`config.mk`:
```
export PLATFORM = sky130hd
export DESIGN_NAME = lifo_stack
export DESIGN_NICKNAME = d
export VERILOG_FILES = /design/src/rtl/lifo_stack.sv
export SDC_FILE = /design/constraint.sdc
export NUM_CORES = 1
export LEC_CHECK = 0
export ABC_AREA = 1
export CAP_MARGIN = 20
export CELL_PAD_IN_SITES_DETAIL_PLACEMENT = 2
export CELL_PAD_IN_SITES_GLOBAL_PLACEMENT = 2
export CORE_UTILIZATION = 25
export DETAILED_ROUTE_END_ITERATION = 8
export GPL_TIMING_DRIVEN = 1
export PLACE_DENSITY_LB_ADDON = 0.25
export SYNTH_ARGS = -nofsm -noshare
export SYNTH_HDL_FRONTEND = slang
export SYNTH_SLANG_ARGS = --single-unit
export TNS_END_PERCENT = 50
```
`constraint.sdc`:
```
create_clock -name Clk -period 2.7 [get_ports Clk]
set_input_delay 0.27 -clock Clk [delete_from_list [all_inputs] [get_ports Clk]]
set_output_delay 0.27 -clock Clk [all_outputs]
set_load 0.01 [all_outputs]
```
`src/rtl/lifo_stack.sv`:
```
// lifo_stack: parametrised LIFO stack with occupancy count, registered pop
// output with valid strobe, same-cycle push+pop (swap top / bypass when
// empty) and one-cycle overflow/underflow pulses.
// Optional feature macro: LIFO_STACK_ALMOST_EN enables the Almost_Full /
// Almost_Empty comparators; without it both flags are tied low.
module lifo_stack #(
  parameter int WIDTH    = 8,
  parameter int DEPTH    = 16,
  parameter int AF_LEVEL = DEPTH - 2,
  parameter int AE_LEVEL = 2,
  localparam int CW      = $clog2(DEPTH + 1)
) (
  input  logic             Clk,
  input  logic             RstN,
  input  logic [WIDTH-1:0] Data_In,
  input  logic             Push,
  input  logic             Pop,
  output logic [WIDTH-1:0] Data_Out,
  output logic             Out_Valid,
  output logic [CW-1:0]    Count,
  output logic             Full,
  output logic             Empty,
  output logic             Overflow,
  output logic             Underflow,
  output logic             Almost_Full,
  output logic             Almost_Empty
);

  localparam int AW = $clog2(DEPTH);

  // Storage is deliberately not reset; Count alone defines what is valid.
  logic [WIDTH-1:0] mem_reg [DEPTH];

  logic [CW-1:0]    count_reg, count_next;
  logic [WIDTH-1:0] data_out_reg, data_out_next;
  logic             out_valid_reg, out_valid_next;
  logic             overflow_reg, overflow_next;
  logic             underflow_reg, underflow_next;

  logic             full_w, empty_w;
  logic [CW-1:0]    top_full;
  logic [AW-1:0]    top_idx;
  logic             wr_en;
  logic [AW-1:0]    wr_idx;

  // Status flags come from the count register only, never from Push/Pop.
  assign full_w   = (count_reg == CW'(DEPTH));
  assign empty_w  = (count_reg == '0);
  assign top_full = count_reg - CW'(1);
  assign top_idx  = AW'(top_full);

  // Decode the per-edge action from {Push, Pop} and the current occupancy.
  always_comb begin
    count_next     = count_reg;
    data_out_next  = data_out_reg;
    out_valid_next = 1'b0;
    overflow_next  = 1'b0;
    underflow_next = 1'b0;
    wr_en          = 1'b0;
    wr_idx         = AW'(count_reg);
    unique case ({Push, Pop})
      2'b10: begin
        if (full_w) begin
          overflow_next = 1'b1;
        end else begin
          wr_en      = 1'b1;
          wr_idx     = AW'(count_reg);
          count_next = count_reg + CW'(1);
        end
      end
      2'b01: begin
        if (empty_w) begin
          underflow_next = 1'b1;
        end else begin
          data_out_next  = mem_reg[top_idx];
          out_valid_next = 1'b1;
          count_next     = top_full;
        end
      end
      2'b11: begin
        out_valid_next = 1'b1;
        if (empty_w) begin
          // Nothing stored: the incoming word passes straight to the output.
          data_out_next = Data_In;
        end else begin
          // Swap: old top leaves, incoming word takes its slot.
          data_out_next = mem_reg[top_idx];
          wr_en         = 1'b1;
          wr_idx        = top_idx;
        end
      end
      default: ;
    endcase
  end

  // Control and output registers, cleared asynchronously.
  always_ff @(posedge Clk or negedge RstN) begin
    if (!RstN) begin
      count_reg     <= '0;
      data_out_reg  <= '0;
      out_valid_reg <= 1'b0;
      overflow_reg  <= 1'b0;
      underflow_reg <= 1'b0;
    end else begin
      count_reg     <= count_next;
      data_out_reg  <= data_out_next;
      out_valid_reg <= out_valid_next;
      overflow_reg  <= overflow_next;
      underflow_reg <= underflow_next;
    end
  end

  // Storage write port (push into free slot, or overwrite top on swap).
  always_ff @(posedge Clk) begin
    if (wr_en) begin
      mem_reg[wr_idx] <= Data_In;
    end
  end

  assign Data_Out  = data_out_reg;
  assign Out_Valid = out_valid_reg;
  assign Count     = count_reg;
  assign Full      = full_w;
  assign Empty     = empty_w;
  assign Overflow  = overflow_reg;
  assign Underflow = underflow_reg;

`ifdef LIFO_STACK_ALMOST_EN
  assign Almost_Full  = (count_reg >= CW'(AF_LEVEL));
  assign Almost_Empty = (count_reg <= CW'(AE_LEVEL));
`else
  assign Almost_Full  = 1'b0;
  assign Almost_Empty = 1'b0;
`endif

endmodule
```
==> impl_metrics.sql, run 1 <==
INSERT INTO impl_metrics (metric_group, metric, value, unit) VALUES
('synthesis', 'ys_dominant_reg_cell', 'sky130_fd_sc_hd__edfxtp_1', ''),
('setup_path', 'setup.worst_path.class', 'reg -> reg', ''),
('synthesis', 'synth_sequential_area_ratio', '65.4', '%'),
('power_and_ir_drop', 'combinationalPowerShare', '45.4', '%'),
('setup_path', 'crit_arrival', '2.71', 'ns'),
('sta', 'final-hold-violation-count', '0', ''),
('sta', 'grt_setup_unrepaired', 'false', ''),
('place', 'routabilityCongestion', '0.779', ''),
('drt', 'dr_total_vias', '4725', ''),
('layout', 'number_of_inserted_diodes', '0', ''),
('power_and_ir_drop', 'switching_share', '42.4', '%'),
('synthesis', 'yosys_warning_count', '0', ''),
('setup_path', 'cp.required', '2.83', 'ns'),
('floorplan', 'core_area', '25300', 'µm²'),
('sta', 'hold-worst-slack', '0.284', 'ns'),
('layout', 'utilization', '31.3', '%'),
('sta', 'timing_worst_slew_pin_value', '0.800', 'ns'),
('drt', 'route.detailed.drc', '0', ''),
('layout', 'synthToLayoutAreaGrowth', '22.2', '%'),
('layout', 'largest_register_ff_count', '128', ''),
('global_route', 'first_global_vias', '5334', ''),
('power_and_ir_drop', 'pwr-share-clk', '24.6', '%'),
('synthesis', 'asyncSetResetFlopFracSynth', '11.1', '%'),
('synthesis', 'yosys.area.top_type_share', '59.2', '%'),
('drt', 'drt_via_density', '4.47', ''),
('drt', 'first_pass_iters', '4', ''),
('layout', 'most_common_cell_after_layout_fill_and_taps_aside', 'sky130_fd_sc_hd__nand2_1', ''),
('clocking', 'clock_latency', '0.42', 'ns'),
('setup_path', 'startpoint_type', 'register', ''),
('synthesis', 'synth-seq-cells', '144', ''),
('drt', 'drtIter0Drc', '231', ''),
('global_route', 'gr_overflow_total', '0', ''),
('place', 'place_hpwl', '14100', 'µm'),
('clocking', 'cts_sinks', '144', ''),
('power_and_ir_drop', 'power.density_cell_area', '1190', 'nW/µm²'),
('sta', 'fin_skew', '0.0149', 'ns'),
('global_route', 'grt_max_degree', '69', ''),
('clocking', 'cts-root-buf', 'sky130_fd_sc_hd__clkbuf_16', ''),
('synthesis', 'synth-edff-count', '128', ''),
('power_and_ir_drop', 'p_sw', '4.00', 'mW'),
('layout', 'commonest_cells_after_routing_fill_and_taps_aside', 'sky130_fd_sc_hd__nand2_1 (242), sky130_fd_sc_hd__edfxtp_1 (128), sky130_fd_sc_hd__nand3_1 (90)', ''),
('synthesis', 'syn_area_per_cell', '9.86', 'µm²'),
('place', 'port_buffers', '29', ''),
('synthesis', 'synth.distinct_cells', '31', ''),
('clocking', 'postCtsSetupBuffers', '0', ''),
('power_and_ir_drop', 'power.sequential.fraction', '30.0', '%'),
('setup_path', 'worstRegToRegCells', '7', ''),
('floorplan', 'die_height', '163', 'µm'),
('sta', 'report.final.setup_viol', '0', ''),
('global_route', 'antenna_found_initial', '0', ''),
('clocking', 'postCtsResizedCells', '0', ''),
('run_status', 'status', 'completed', ''),
('power_and_ir_drop', 'power_leakage', '3.34', 'nW'),
('clocking', 'tritoncts', 'built', ''),
('drt', 'antenna_violating_nets_post_route', '0', ''),
('synthesis', 'synth_top_cells_by_area', 'sky130_fd_sc_hd__edfxtp_1 (59%), sky130_fd_sc_hd__nand2_1 (14%), sky130_fd_sc_hd__nand3_1 (6.9%)', ''),
('clocking', 'clock_tree.htree_level_count', '4', ''),
('drt', 'finalWirelength', '20900', 'µm'),
('job', 'drv_cap', '0', ''),
('power_and_ir_drop', 'cellInternalPower', '5.44', 'mW'),
('setup_path', 'critical_path.max_fanout', '10', ''),
('layout', 'final_layout_size_suffix_gt1_share', '12.6', '%'),
('sta', 'max-slew-margin-rel', '46.7', '%'),
('drt', 'wl_per_cell', '19.8', 'µm'),
('clocking', 'cts_made_buffers', '17', ''),
('global_route', 'grt.total_usage', '16.8', '%'),
('global_route', 'grt_pass1_wl', '32100', 'µm'),
('layout', 'filler_cell_count', '2760', ''),
('floorplan', 'std_cell_rows', '58', ''),
('min_path', 'worst_hold_path_type', 'in -> async', ''),
('sta', 'tns', '0', 'ns');
==> cells in the mapped netlist (2+ instances only) <==
| cell type | number |
|---|---|
| sky130_fd_sc_hd__nand2_1 | 243 |
| sky130_fd_sc_hd__edfxtp_1 | 128 |
| sky130_fd_sc_hd__nand3_1 | 90 |
| sky130_fd_sc_hd__inv_1 | 75 |
| sky130_fd_sc_hd__nor2_1 | 28 |
| sky130_fd_sc_hd__dfrtp_1 | 16 |
| sky130_fd_sc_hd__buf_2 | 12 |
| sky130_fd_sc_hd__o21ai_0 | 12 |
| sky130_fd_sc_hd__clkbuf_1 | 11 |
| sky130_fd_sc_hd__inv_2 | 8 |
| sky130_fd_sc_hd__o21ai_1 | 4 |
| sky130_fd_sc_hd__nand2_2 | 3 |
| sky130_fd_sc_hd__o21ai_2 | 3 |
| sky130_fd_sc_hd__xor2_1 | 3 |
| sky130_fd_sc_hd__a21oi_1 | 2 |
| sky130_fd_sc_hd__buf_4 | 2 |
| sky130_fd_sc_hd__ha_1 | 2 |
| sky130_fd_sc_hd__nand2_4 | 2 |
| sky130_fd_sc_hd__nor2_4 | 2 |
==> cells by family after synthesis <==
| family | count (synthesis) | share of synthesized area (%) |
|---|---|---|
| xor gates and xnor gates | 5 | 0.907 |
| DFF | 144 | 65.4 |
| and+or+nand+nor | 372 | 24.2 |
| other | 1 | 0.0578 |
| buffers and inverters | 111 | 6.89 |
| AOI/OAI and AO/OA | 23 | 2.12 |
| adders and majority gates | 2 | 0.386 |
==> per-stage QoR <==
step | power, mW | worst slack (ns) | cell area [µm²] | instances
after CTS | 9.59 | 0.0315 | 7920 | 1058
after floorplan | 5.40 | -0.0688 | 6490 | 659
after global routing | 10.0 | 0.00887 | 7930 | 1058
final | 9.44 | 0.120 | 7930 | 1058
after detailed placement | 7.18 | 0.0718 | 7350 | 1027
after global placement | 7.04 | 0.170 | 7350 | 1027
==> metal layers <==
layer	up-vias	GRT usage, %	share of wire [%]
met4	0	3.87	0.67
li1	2245	-	-
met3	9	3.15	3.0
met2	69	29.8	52
met5	-	0	0
met1	2402	20.9	45
==> worst paths after layout <==
kind                        startpoint       endpoint  slack [ns]
max in group asynchronous         RstN       Count[0]        1.91
max                           Count[1]  mem_reg[4][0]        0.12
min reg2reg                Data_Out[7]    Data_Out[7]        0.48
min                               RstN    Data_Out[6]        0.28
max reg2reg                   Count[1]  mem_reg[4][0]        0.12
min in group Clk           Data_Out[7]    Data_Out[7]        0.48
==> final cells by class <==
class	instances	area, µm²	share of cell area, %
multi-input combinational	404	1810	22.8
timing repair buffer	65	573	7.23
sequential	144	4250	53.6
inverter	84	315	3.98
tap	330	413	5.21
clock inverter	13	146	1.85
clock buffer	18	429	5.41
==> power groups by stage <==
stage / Clock, mW / Sequential (mW) / Combinational (mW)
after floorplan: 0 / 2.91 / 2.49
after global placement: 0 / 2.86 / 4.18
after detailed placement: 0 / 2.88 / 4.30
after CTS: 2.39 / 2.84 / 4.36
after global routing: 2.46 / 2.86 / 4.73
final: 2.33 / 2.83 / 4.29
==> worst max-delay path: stages, from the launching register on <==
cell                       delay, ns
sky130_fd_sc_hd__dfrtp_1        0.40
sky130_fd_sc_hd__inv_1          0.12
sky130_fd_sc_hd__ha_2           0.36
sky130_fd_sc_hd__clkinv_1       0.37
sky130_fd_sc_hd__o21ai_2        0.36
sky130_fd_sc_hd__nand2_1        0.23
sky130_fd_sc_hd__nor2_1         0.22
sky130_fd_sc_hd__buf_4          0.22
Note: power is estimated with default switching activity, not from simulation.
==> run 2: changes to the inputs <==
- SKIP_LAST_GASP: unset -> 1
==> results of run 2 <==
The final DEF is identical to that of run 1; final timing and power are the same.
